--- config.mk ---
export PLATFORM = sky130hd
export DESIGN_NAME = mixcolumns_iter
export DESIGN_NICKNAME = d
export VERILOG_FILES = /design/src/rtl/mixcolumns_iter.sv
export SDC_FILE = /design/constraint.sdc
export NUM_CORES = 1
export LEC_CHECK = 0
export CORE_ASPECT_RATIO = 1.75
export CORE_MARGIN = 1.5
export CORE_UTILIZATION = 40
export DETAILED_ROUTE_END_ITERATION = 6
export GPL_ROUTABILITY_DRIVEN = 0
export PLACE_DENSITY = 0.65
export SETUP_SLACK_MARGIN = 0.1
export SLEW_MARGIN = 20
export SYNTH_ARGS = -nofsm -noshare
export SYNTH_HDL_FRONTEND = slang
export SYNTH_SLANG_ARGS = --single-unit
export TNS_END_PERCENT = 10
--- constraint.sdc ---
create_clock -name clk -period 16.7 [get_ports clk]
set_input_delay 4.175 -clock clk [delete_from_list [all_inputs] [get_ports clk]]
set_output_delay 4.175 -clock clk [all_outputs]
set_load 0.005 [all_outputs]
--- src/rtl/mixcolumns_iter.sv ---
// mixcolumns_iter: iterative AES MixColumns, one column per cycle through a shared datapath, with final-round bypass.
module mixcolumns_iter (
  input  logic             clk,
  input  logic             reset,
  input  logic             in_valid,
  output logic             in_ready,
  input  logic [15:0][7:0] state,
  input  logic             bypass,
  output logic             out_valid,
  input  logic             out_ready,
  output logic [15:0][7:0] newstate
);
  typedef enum logic [1:0] {IDLE, BUSY, DONE} fsm_t;
  fsm_t         r_fsm, w_nxt;
  logic [127:0] r_in, r_res;
  logic         r_byp;
  logic [1:0]   r_col;
  logic [31:0]  w_col, w_mix;
  logic [7:0]   w_a0, w_a1, w_a2, w_a3, w_x0, w_x1, w_x2, w_x3;
  function automatic logic [7:0] xtime(input logic [7:0] x);
    return {x[6:0], 1'b0} ^ (x[7] ? 8'h1b : 8'h00);
  endfunction
  // ~r_col selects column 0 from the top 32 bits down to column 3 at the bottom
  assign w_col = r_in[{~r_col, 5'b0} +: 32];
  assign {w_a0, w_a1, w_a2, w_a3} = w_col;
  assign w_x0 = xtime(w_a0);
  assign w_x1 = xtime(w_a1);
  assign w_x2 = xtime(w_a2);
  assign w_x3 = xtime(w_a3);
  assign w_mix = r_byp ? w_col : {w_x0 ^ w_x1 ^ w_a1 ^ w_a2 ^ w_a3,
                                  w_a0 ^ w_x1 ^ w_x2 ^ w_a2 ^ w_a3,
                                  w_a0 ^ w_a1 ^ w_x2 ^ w_x3 ^ w_a3,
                                  w_x0 ^ w_a0 ^ w_a1 ^ w_a2 ^ w_x3};
  always_comb begin
    w_nxt = r_fsm;
    w_nxt = (r_fsm == IDLE && in_valid)     ? BUSY :
            (r_fsm == BUSY && r_col == 2'd3) ? DONE :
            (r_fsm == DONE && out_ready)    ? IDLE : r_fsm;
  end
  always_ff @(posedge clk or posedge reset) begin
    if (reset) begin
      r_fsm <= IDLE;
      r_in  <= '0;
      r_res <= '0;
      r_byp <= 1'b0;
      r_col <= '0;
    end else begin
      r_fsm <= w_nxt;
      if (r_fsm == IDLE && in_valid) begin
        r_in  <= state;
        r_byp <= bypass;
        r_col <= '0;
      end
      if (r_fsm == BUSY) begin
        r_res[{~r_col, 5'b0} +: 32] <= w_mix;
        r_col <= r_col + 2'd1;
      end
    end
  end
  assign in_ready  = (r_fsm == IDLE);
  assign out_valid = (r_fsm == DONE);
  assign newstate  = r_res;
endmodule
Yosys cells after proc, flatten, opt, wreduce, memory -nomap -nowiden
Index checks and enable logic that the tools add are counted.
{"block": "word_totals", "out_inout_bits": 130, "mem_bits_rw": 0, "latch_bits": 0, "mem_bits_ro": 0, "regBits": 261, "word_cells": 51, "n_memories": 0, "input_bits": 133}
{"block": "op_classes", "n_reduce_logical": 6, "n_mul": 0, "bitwise_logic": 21, "n_div": 0, "muxes": 11, "n_lt_le_gt_ge": 0, "n_addsub": 2, "n_eq_ne": 3, "shift": 3}
{"cell": "bitwise mux 128 bit", "n": 1}
{"cell": "variable shift 32 x 9 -> 128 bit, first input constant", "n": 1}
{"cell": "indexed part select 128 x 8 -> 32 bit", "n": 1}
{"cell": "indexed part select 32 x 9 -> 128 bit", "n": 1}
{"cell": "bitwise XOR 8 bit", "n": 16}
{"cell": "2-to-1 mux 32 bit", "n": 1}
{"cell": "bitwise XOR 8 x 5 -> 8 bit", "n": 4}
{"cell": "2-to-1 mux 5 bit", "n": 4}
{"cell": "2-to-1 mux 2 bit", "n": 5}
{"cell": "negation 7 -> 9 bit", "n": 1}
{"cell": "== test 2 bit, second input constant", "n": 2}
{"cell": "logical AND 1 bit", "n": 3}
{"cell": "nonzero test 3 bit", "n": 1}
{"cell": "adder 2 x 1 -> 2 bit, second input constant", "n": 1}
{"cell": "== test 2 x 1 -> 1 bit, second input constant", "n": 1}
{"cell": "zero test 2 bit", "n": 1}
{"cell": "NOT 2 bit", "n": 1}
{"cell": "nonzero test 2 bit", "n": 1}

Depth between registers and ports, before layout
Gate-level depths: netlist (run 1).
{"block": "depth", "depth_word": 11, "mapped_depth": 10, "ltp_nobuf": 6}

Least setup slack after synthesis (run 1)
Ideal clock, no wire load.
{"block": "synth_path", "kind": "in2reg", "start": "input in_valid", "end": "register r_in[0]", "path_slack_ns": 11.038, "cell_stages": 4, "t_arrival_ns": 5.537, "path_buffers": 2, "setup_ns": 0.125, "required_ns": 16.575, "cell_sequence": "nor3b_1 > clkbuf_1 > clkbuf_1 > mux2_2"}
{"block": "synth_via", "elab_chain_len": 1}
{"element": "from (decl)", "line": "5", "rtl": "input logic in_valid,"}
{"element": "logical AND 1 bit", "line": "49", "rtl": "if (r_fsm == IDLE && in_valid) begin"}
{"element": "to (signal assigned)", "line": "50", "rtl": "r_in <= state;"}
{"element": "to (decl)", "line": "15", "rtl": "logic [127:0] r_in, r_res;"}
Every way passes these cells.
A chain may end at the register's enable or synchronous reset.

Worst setup path in the final report (run 1)
{"block": "layout_path", "start": "input in_valid", "end": "register r_in[114]"}
Same word-level chain as after synthesis.

==> results of run 1 <==
==> final timing paths <==
kind	from	to	slack, ps
max	in_valid	r_in[114]	10380
min	r_in[56]	r_in[56]	500
max reg2reg	r_col[1]	newstate[68]	13480
min reg2reg	r_in[56]	r_in[56]	500
max in group asynchronous	reset	r_in[78]	10950
min in group asynchronous	reset	r_in[121]	4220
==> final cells by class <==
class                   instances  area [µm²]
inverters                       5        26.3
multi-input cells             531        5390
fillers                      2564       14100
flip-flops and latches        261        6530
clock inverters                10         106
diodes                          2        5.00
clock buffers                  35         746
well taps                     387         484
repair buffers                281        2770
==> synth_stat cells (2+ instances only) <==
cell      number
clkbuf_1      59
mux2_2       128
xnor2_1       17
nor2_1         4
inv_1          5
xor2_1        14
nor3b_1        2
mux4_2        25
ha_1           5
mux4_1         7
xor3_1         7
o21ai_1       39
buf_2         17
nor2b_1        2
xnor3_1       33
buf_6          5
a21o_1         2
xnor2_2        5
buf_4          3
xnor2_4        2
buf_12         2
dfrtp_1      261
a22oi_1      128
o21ai_0       93
nand3b_1       3
nand2_1        6
==> kinds of logic after synthesis <==
logic type | synth area share
simple gates | 0.0113
flops | 0.529
mux | 0.177
compound gates | 0.133
fa+ha+maj | 0.00507
xor+xnor | 0.108
buf+inv | 0.0360
==> sequential cells by signal, indices dropped and copies added, names as in the netlist <==
name / flops
r_byp: 1
newstate: 128
r_col: 2
r_in: 128
r_fsm: 2
==> metrics by stage <==
step,area [µm²],utilization,hold WS (ps),setup WS [ps],std cells
3_3_place_gp,15200,0.504,481,9830,1465
5_1_grt,16100,0.532,514,10230,1512
3_5_place_dp,15200,0.504,487,9830,1465
4_1_cts,16000,0.532,501,10380,1510
2_1_floorplan,12300,-,472,5340,883
6_report,16100,0.532,499,10380,1512
==> metal layers <==
metal	track usage	wire [µm]	vias up
met5	0	0	-
met4	0.168	2830	0
met3	0.0319	1930	110
met2	0.403	19300	338
met1	0.268	13300	4374
li1	-	-	3735
==> flow_metrics.tcl, run 1 <==
set metrics [dict create \
    status "finished, final reports clean" \
    maxSlewHeadroom 0.306 \
    fmax_ghz 0.158 \
    cp_slowest_cell "buf_4" \
    grt.total_usage 0.236 \
    cts_sinks 261 \
    nNetsFinal 1244 \
    path_cells "clkdlybuf4s50_1 > nor3b_2 > buf_4 > buf_4 > mux2_2" \
    core_region_area_um2 30200 \
    layout_commonest_cell "clkdlybuf4s50_1" \
    synthDistinctLibCells 35 \
    vias_per_cell 5.66 \
    post_cts_buffers 0 \
    cts_tree "done" \
    cts-root-buf "clkbuf_16" \
    wl_per_cell_um 24.8 \
    slowest_delay_ps 890 \
    mostFrequentLayoutCells "clkdlybuf4s50_1, dfrtp_1, mux2_2, a22oi_1, o21ai_0" \
    synth_top_cell_by_area "dfrtp_1" \
    drtIter0Drc 561 \
    finalMaxSlewViolations 0 \
    crit_cells 5 \
    period_needed_ps 6320 \
    die_w_um 136 \
    finalWirelength_mm 37.4 \
    die_area_um2 32000 \
    clk_pin_slew_ps 60 \
    syn_avg_cell_area_um2 14.0 \
    synth_nets 1021 \
    io_pins 263 \
    async_flop_share 1.00 \
    dp_hpwl_mm 26.8 \
    cts_buffer_depth 3 \
    tightest_slew_ps 1040 \
    synth_top_area_frac 0.529 \
    critical_path_class "in -> reg" \
    maxCapViolCount 0 \
    hold_viol 0 \
    yosys_warnings 0 \
    dr.pass1.iters 5 \
    core.rowCount 84 \
    dominantRegCellSynth "dfrtp_1" \
    grt_antenna_before_repair 2 \
    final_antenna_net_count 0 \
    post_cts_resized 0 \
    min_path_cells 1 \
    crit_arrival_ps 6740 \
    grt_pass1_vias 8992 \
    grt_setup_unrepaired "no" \
    crit_top_cell "buf_4" \
    cts_buffers 26 \
    grt_overflow 0 \
    drc_errors 0 \
    ys_seq_area_frac 0.529 \
    end_kind "flip-flop" \
    grt_pass1_wl_mm 55.8 \
    initial_utilization 0.409 \
    h-tree-depth 1 \
    cp_num_buf_inv 3 \
    cts-hold-fix-buffers 0 \
    hp-class "reg -> reg" \
    portBuffers 262 \
    syn_area_um2 12300 \
    path_max_fanout 83 \
    rr_worst_depth 5 \
    area_growth_pct 30.0 \
    die_h_um 235 \
    critPathTopFamily "buffers and inverters" \
    synth_edf_count 0 \
    start_kind "primary input" \
    num_vias 8557 \
    setup-tns-final_ps 0 \
    synthTopCellsByArea "dfrtp_1, mux2_2, a22oi_1, xnor3_1, mux4_2" \
    final.setup_skew_ps 19.1 \
    synth_cells 883 \
    grt_max_degree 128 \
    drive_above_1_share 0.202 \
    worstPathRequired_ps 17120 \
    setup_viol 0 \
    synth_seq_cells 261 \
    fin_crit_sh 0.379 \
    insertion_delay_ps 550 \
]
Power of run 1 is left out: the tool's default activity adds up to more than one toggle a clock period on the data nets, which glitch-free logic cannot reach.
==> inputs of run 2 (changes only) <==
- clock period: 16.7 -> 6.4 ns (I/O delays scaled with it)
==> run 2 against run 1 <==
Die area is the same. Global-route usage grew 0.33 points. Via count grew 0.56%. Non-clock buffer count shrank 1. Cell area grew 0.27%. Clock-buffer cell count shrank 1. Routed wire length grew 0.40%. Critical path type is now reg -> out.
==> flow_metrics.tcl, run 2 (synthesis gave the netlist of run 1 again) <==
set metrics [dict create \
    drive_above_1_share 0.202 \
    portBuffers 262 \
    cts-hold-fix-buffers 0 \
    fmax_ghz 0.290 \
    rr_startpoint "r_col[1]" \
    path_cells "inv_1 > nor2_1 > clkdlybuf4s50_1" \
    maxSlewHeadroom 0.361 \
    die_h_um 235 \
    path_max_fanout 8 \
    hold_viol 0 \
    initial_utilization 0.409 \
    drc_errors 0 \
    core.rowCount 84 \
    final.setup_skew_ps 17.5 \
    worstPathRequired_ps 4800 \
    cts_sinks 261 \
    clk_pin_slew_ps 70 \
    stdcell_area_um2 16100 \
    drtIter0Drc 660 \
    period_needed_ps 3450 \
    grt_antenna_before_repair 2 \
    setup_viol 0 \
    cts_tree "done" \
    crit_arrival_ps 1850 \
    slowest_delay_ps 530 \
    nNetsFinal 1242 \
    end_kind "output pin" \
    layout_commonest_cell "clkdlybuf4s50_1" \
    wl_per_cell_um 24.9 \
    nFillCells 2540 \
    status "finished, final reports clean" \
    crit_path_start "r_fsm[1]" \
    setup-tns-final_ps 0 \
    grt_setup_unrepaired "no" \
    post_cts_resized 0 \
    multi_input_area_um2 5390 \
    cp_slowest_cell "clkdlybuf4s50_1" \
    die_area_um2 32000 \
    grt_pass1_vias 8999 \
    min_path_cells 1 \
    io_pins 263 \
    dp_hpwl_mm 27.0 \
    grt_max_degree 175 \
    cts_buffer_depth 3 \
    r2r_end "newstate[4]" \
    grt_pass1_wl_mm 56.9 \
    num_vias 8605 \
    mostFrequentLayoutCells "clkdlybuf4s50_1, dfrtp_1, mux2_2, a22oi_1, o21ai_0" \
    critical_path_class "reg -> out" \
    grt.total_usage 0.239 \
    fin_crit_sh 0.539 \
    post_cts_buffers 0 \
    core_region_area_um2 30200 \
    h-tree-depth 1 \
    maxCapViolCount 0 \
    finalWirelength_mm 37.6 \
    final_antenna_net_count 0 \
    finalMaxSlewViolations 0 \
    critPathCapture "out_valid" \
    regArea_um2 6530 \
    cts_buffers 25 \
    hp-class "reg -> reg" \
    die_w_um 136 \
    start_kind "flip-flop" \
    dr.pass1.iters 5 \
    grt_overflow 0 \
    r2r_slack_ps 3010 \
    area_growth_pct 30.4 \
    vias_per_cell 5.69 \
    cts-root-buf "clkbuf_16" \
    dpl-instance-area_um2 15200 \
    insertion_delay_ps 540 \
    rr_worst_depth 5 \
    tightest_slew_ps 958 \
]
[run 2: cell count changes in the layout (fill, tap and decap cells not counted), sizes merged]
cell	delta
bufinv	+2
inv	-2
buf	-1
clkbuf	-1
clkinv	+1
[run 2: how the worst min path moves through the flow]
stage / to / slack, ps / start
2_1_floorplan: r_in[39] / 470 / r_in[39]
6_report: r_in[63] / 500 / r_in[63]
4_1_cts: r_in[63] / 500 / r_in[63]
5_1_grt: r_in[63] / 520 / r_in[63]
3_5_place_dp: r_in[63] / 490 / r_in[63]
3_3_place_gp: r_in[45] / 480 / r_in[45]
[run 2: layout make-up]
| class | count | share of cell area |
|---|---|---|
| Antenna cell | 2 | 0.000311 |
| Clock buffer | 34 | 0.0447 |
| Clock inverter | 11 | 0.0101 |
| Inverter | 5 | 0.00140 |
| Multi-Input combinational cell | 531 | 0.335 |
| Sequential cell | 261 | 0.406 |
| Tap cell | 387 | 0.0301 |
| Timing Repair Buffer | 280 | 0.173 |
[run 2: layer usage]
metal / track usage / share of wire / routed length, µm
met1: 0.278 / 0.35 / 13300
met2: 0.414 / 0.53 / 19800
met3: 0.0370 / 0.057 / 2150
met4: 0.137 / 0.062 / 2320
met5: 0 / 0 / 0
[run 2: through the flow]
stage | hold WS (ps) | utilization | cells | worst slack (ps)
global placement | 483 | 0.504 | 1464 | 2870
floorplan | 472 | - | 883 | 1360
global route | 521 | 0.534 | 1511 | 2790
finish | 498 | 0.534 | 1511 | 2950
detailed placement | 487 | 0.504 | 1464 | 2850
CTS | 501 | 0.533 | 1509 | 2900
[run 2: worst max-delay path, delay by kind of cell (launching register included)]
family        cells  cell delay [ps]
buf+inv           2              690
flops             1              510
simple gates      1              120
Power of run 2 is left out for the same reason.
==> inputs of run 3 (changes only) <==
- clock period: 6.4 -> 3.3 ns (I/O delays scaled with it)
==> run 3 against run 2 <==
Non-clock buffer count increased by 18. Sequential share of layout area decreased by 0.42 points. Flip-flop and latch count unchanged. Die area unchanged. Routed wire length increased by 2.2%. Register-to-register slack got worse by 2600 ps. First-iteration DRC count decreased by 12%. Hold slack about the same. Cell count increased by 1.1%. Cell area increased by 1.0%. Critical path type is now reg -> reg.
==> flow_metrics.tcl, run 3 (synthesis gave the netlist of run 1 again) <==
set metrics [dict create \
    crit_arrival_ps 3300 \
    grt_pass1_vias 9197 \
    grt.total_usage 0.245 \
    use_met3 0.0392 \
    path_cells "buf_12 > mux4_1 > xnor3_1 > xor2_1 > o21ai_0" \
    area_growth_pct 31.8 \
    final.setup_skew_ps 14.0 \
    rr_startpoint "r_col[1]" \
    grtUsageMet1 0.281 \
    die_w_um 136 \
    post_cts_resized 0 \
    grt_overflow 0 \
    insertion_delay_ps 540 \
    dp_hpwl_mm 28.4 \
    cts_buffer_depth 3 \
    path_max_fanout 16 \
    fin_cells 1528 \
    die_h_um 235 \
    grt_pass1_wl_mm 58.0 \
    maxCapViolCount 0 \
    final_antenna_net_count 0 \
    grt_antenna_before_repair 1 \
    drive_above_1_share 0.216 \
    min_path_cells 1 \
    dr.pass1.iters 6 \
    post_cts_buffers 0 \
    finalMaxSlewViolations 0 \
    met2_usage 0.421 \
    r2r_end "newstate[46]" \
    cts_sinks 261 \
    critPathTopFamily "XOR/XNOR gates" \
    cts_buffers 25 \
    period_needed_ps 2910 \
    portBuffers 262 \
    end_kind "flip-flop" \
    core_region_area_um2 30200 \
    grt_max_degree 82 \
    grt_setup_unrepaired "no" \
    core.rowCount 84 \
    fmax_ghz 0.343 \
    hp-class "reg -> reg" \
    pre_cts_slack_ps 394 \
    io_pins 263 \
    wl_per_cell_um 25.1 \
    drc_errors 0 \
    busiest_layer "met2" \
    layout_commonest_cell "clkdlybuf4s50_1" \
    whs_endpoint "r_in[109]" \
    maxSlewHeadroom 0.548 \
    mostFrequentLayoutCells "clkdlybuf4s50_1, dfrtp_1, mux2_2, a22oi_1, o21ai_0" \
    status "finished, final reports clean" \
    start_kind "flip-flop" \
    placed_cells 1482 \
    tightest_slew_ps 678 \
    slowest_delay_ps 860 \
    h-tree-depth 1 \
    hold_viol 0 \
    setup_ws_ps 385 \
    fin_crit_sh 0.883 \
    hold_start "r_in[109]" \
    finalWirelength_mm 38.4 \
    cts-hold-fix-buffers 0 \
    initial_utilization 0.409 \
    cp_slowest_cell "mux4_1" \
    worstPathRequired_ps 3680 \
    cp_num_buf_inv 1 \
    r2r_slack_ps 390 \
    setup_viol 0 \
    rr_worst_depth 5 \
    num_vias 8702 \
    vias_per_cell 5.70 \
    clk_pin_slew_ps 70 \
    critical_path_class "reg -> reg" \
    cts_tree "done" \
    die_area_um2 32000 \
    drtIter0Drc 583 \
    nNetsFinal 1260 \
    cts-root-buf "clkbuf_16" \
]
[run 3: area by class of cell]
cell class / count / area, µm²
Timing Repair Buffer: 298 / 3030
Clock inverter: 10 / 62.6
Clock buffer: 35 / 743
Tap cell: 387 / 484
Multi-Input combinational cell: 531 / 5390
Sequential cell: 261 / 6530
Fill cell: 2501 / 13900
Antenna cell: 1 / 2.50
Inverter: 5 / 22.5
[run 3: worst max-delay path by stage]
stage                  start      endpoint  slack (ps)  cells after the start
finish              r_col[1]  newstate[46]         390                      5
global route        r_col[1]  newstate[53]         270                      5
CTS                 r_col[1]  newstate[46]         370                      5
detailed placement  r_col[1]  newstate[61]         390                      5
global placement    r_col[1]  newstate[46]         450                      5
floorplan              reset   newstate[0]        -970                      1
[run 3: layer usage]
metal | wire [µm] | part of all wire | vias up
met4 | 2580 | 0.067 | 0
li1 | - | - | 3781
met5 | 0 | 0 | -
met2 | 19900 | 0.52 | 381
met3 | 2320 | 0.060 | 110
met1 | 13600 | 0.35 | 4430
[run 3: metrics by stage]
step	TNS, ps	utilization	cell area [µm²]	hold slack [ps]
after floorplan	-252270	-	12300	472
after global placement	0	0.512	15500	482
after detailed placement	0	0.512	15500	489
after CTS	0	0.539	16300	504
after global routing	0	0.539	16300	518
final	0	0.539	16300	498
Power of run 3 is left out for the same reason.
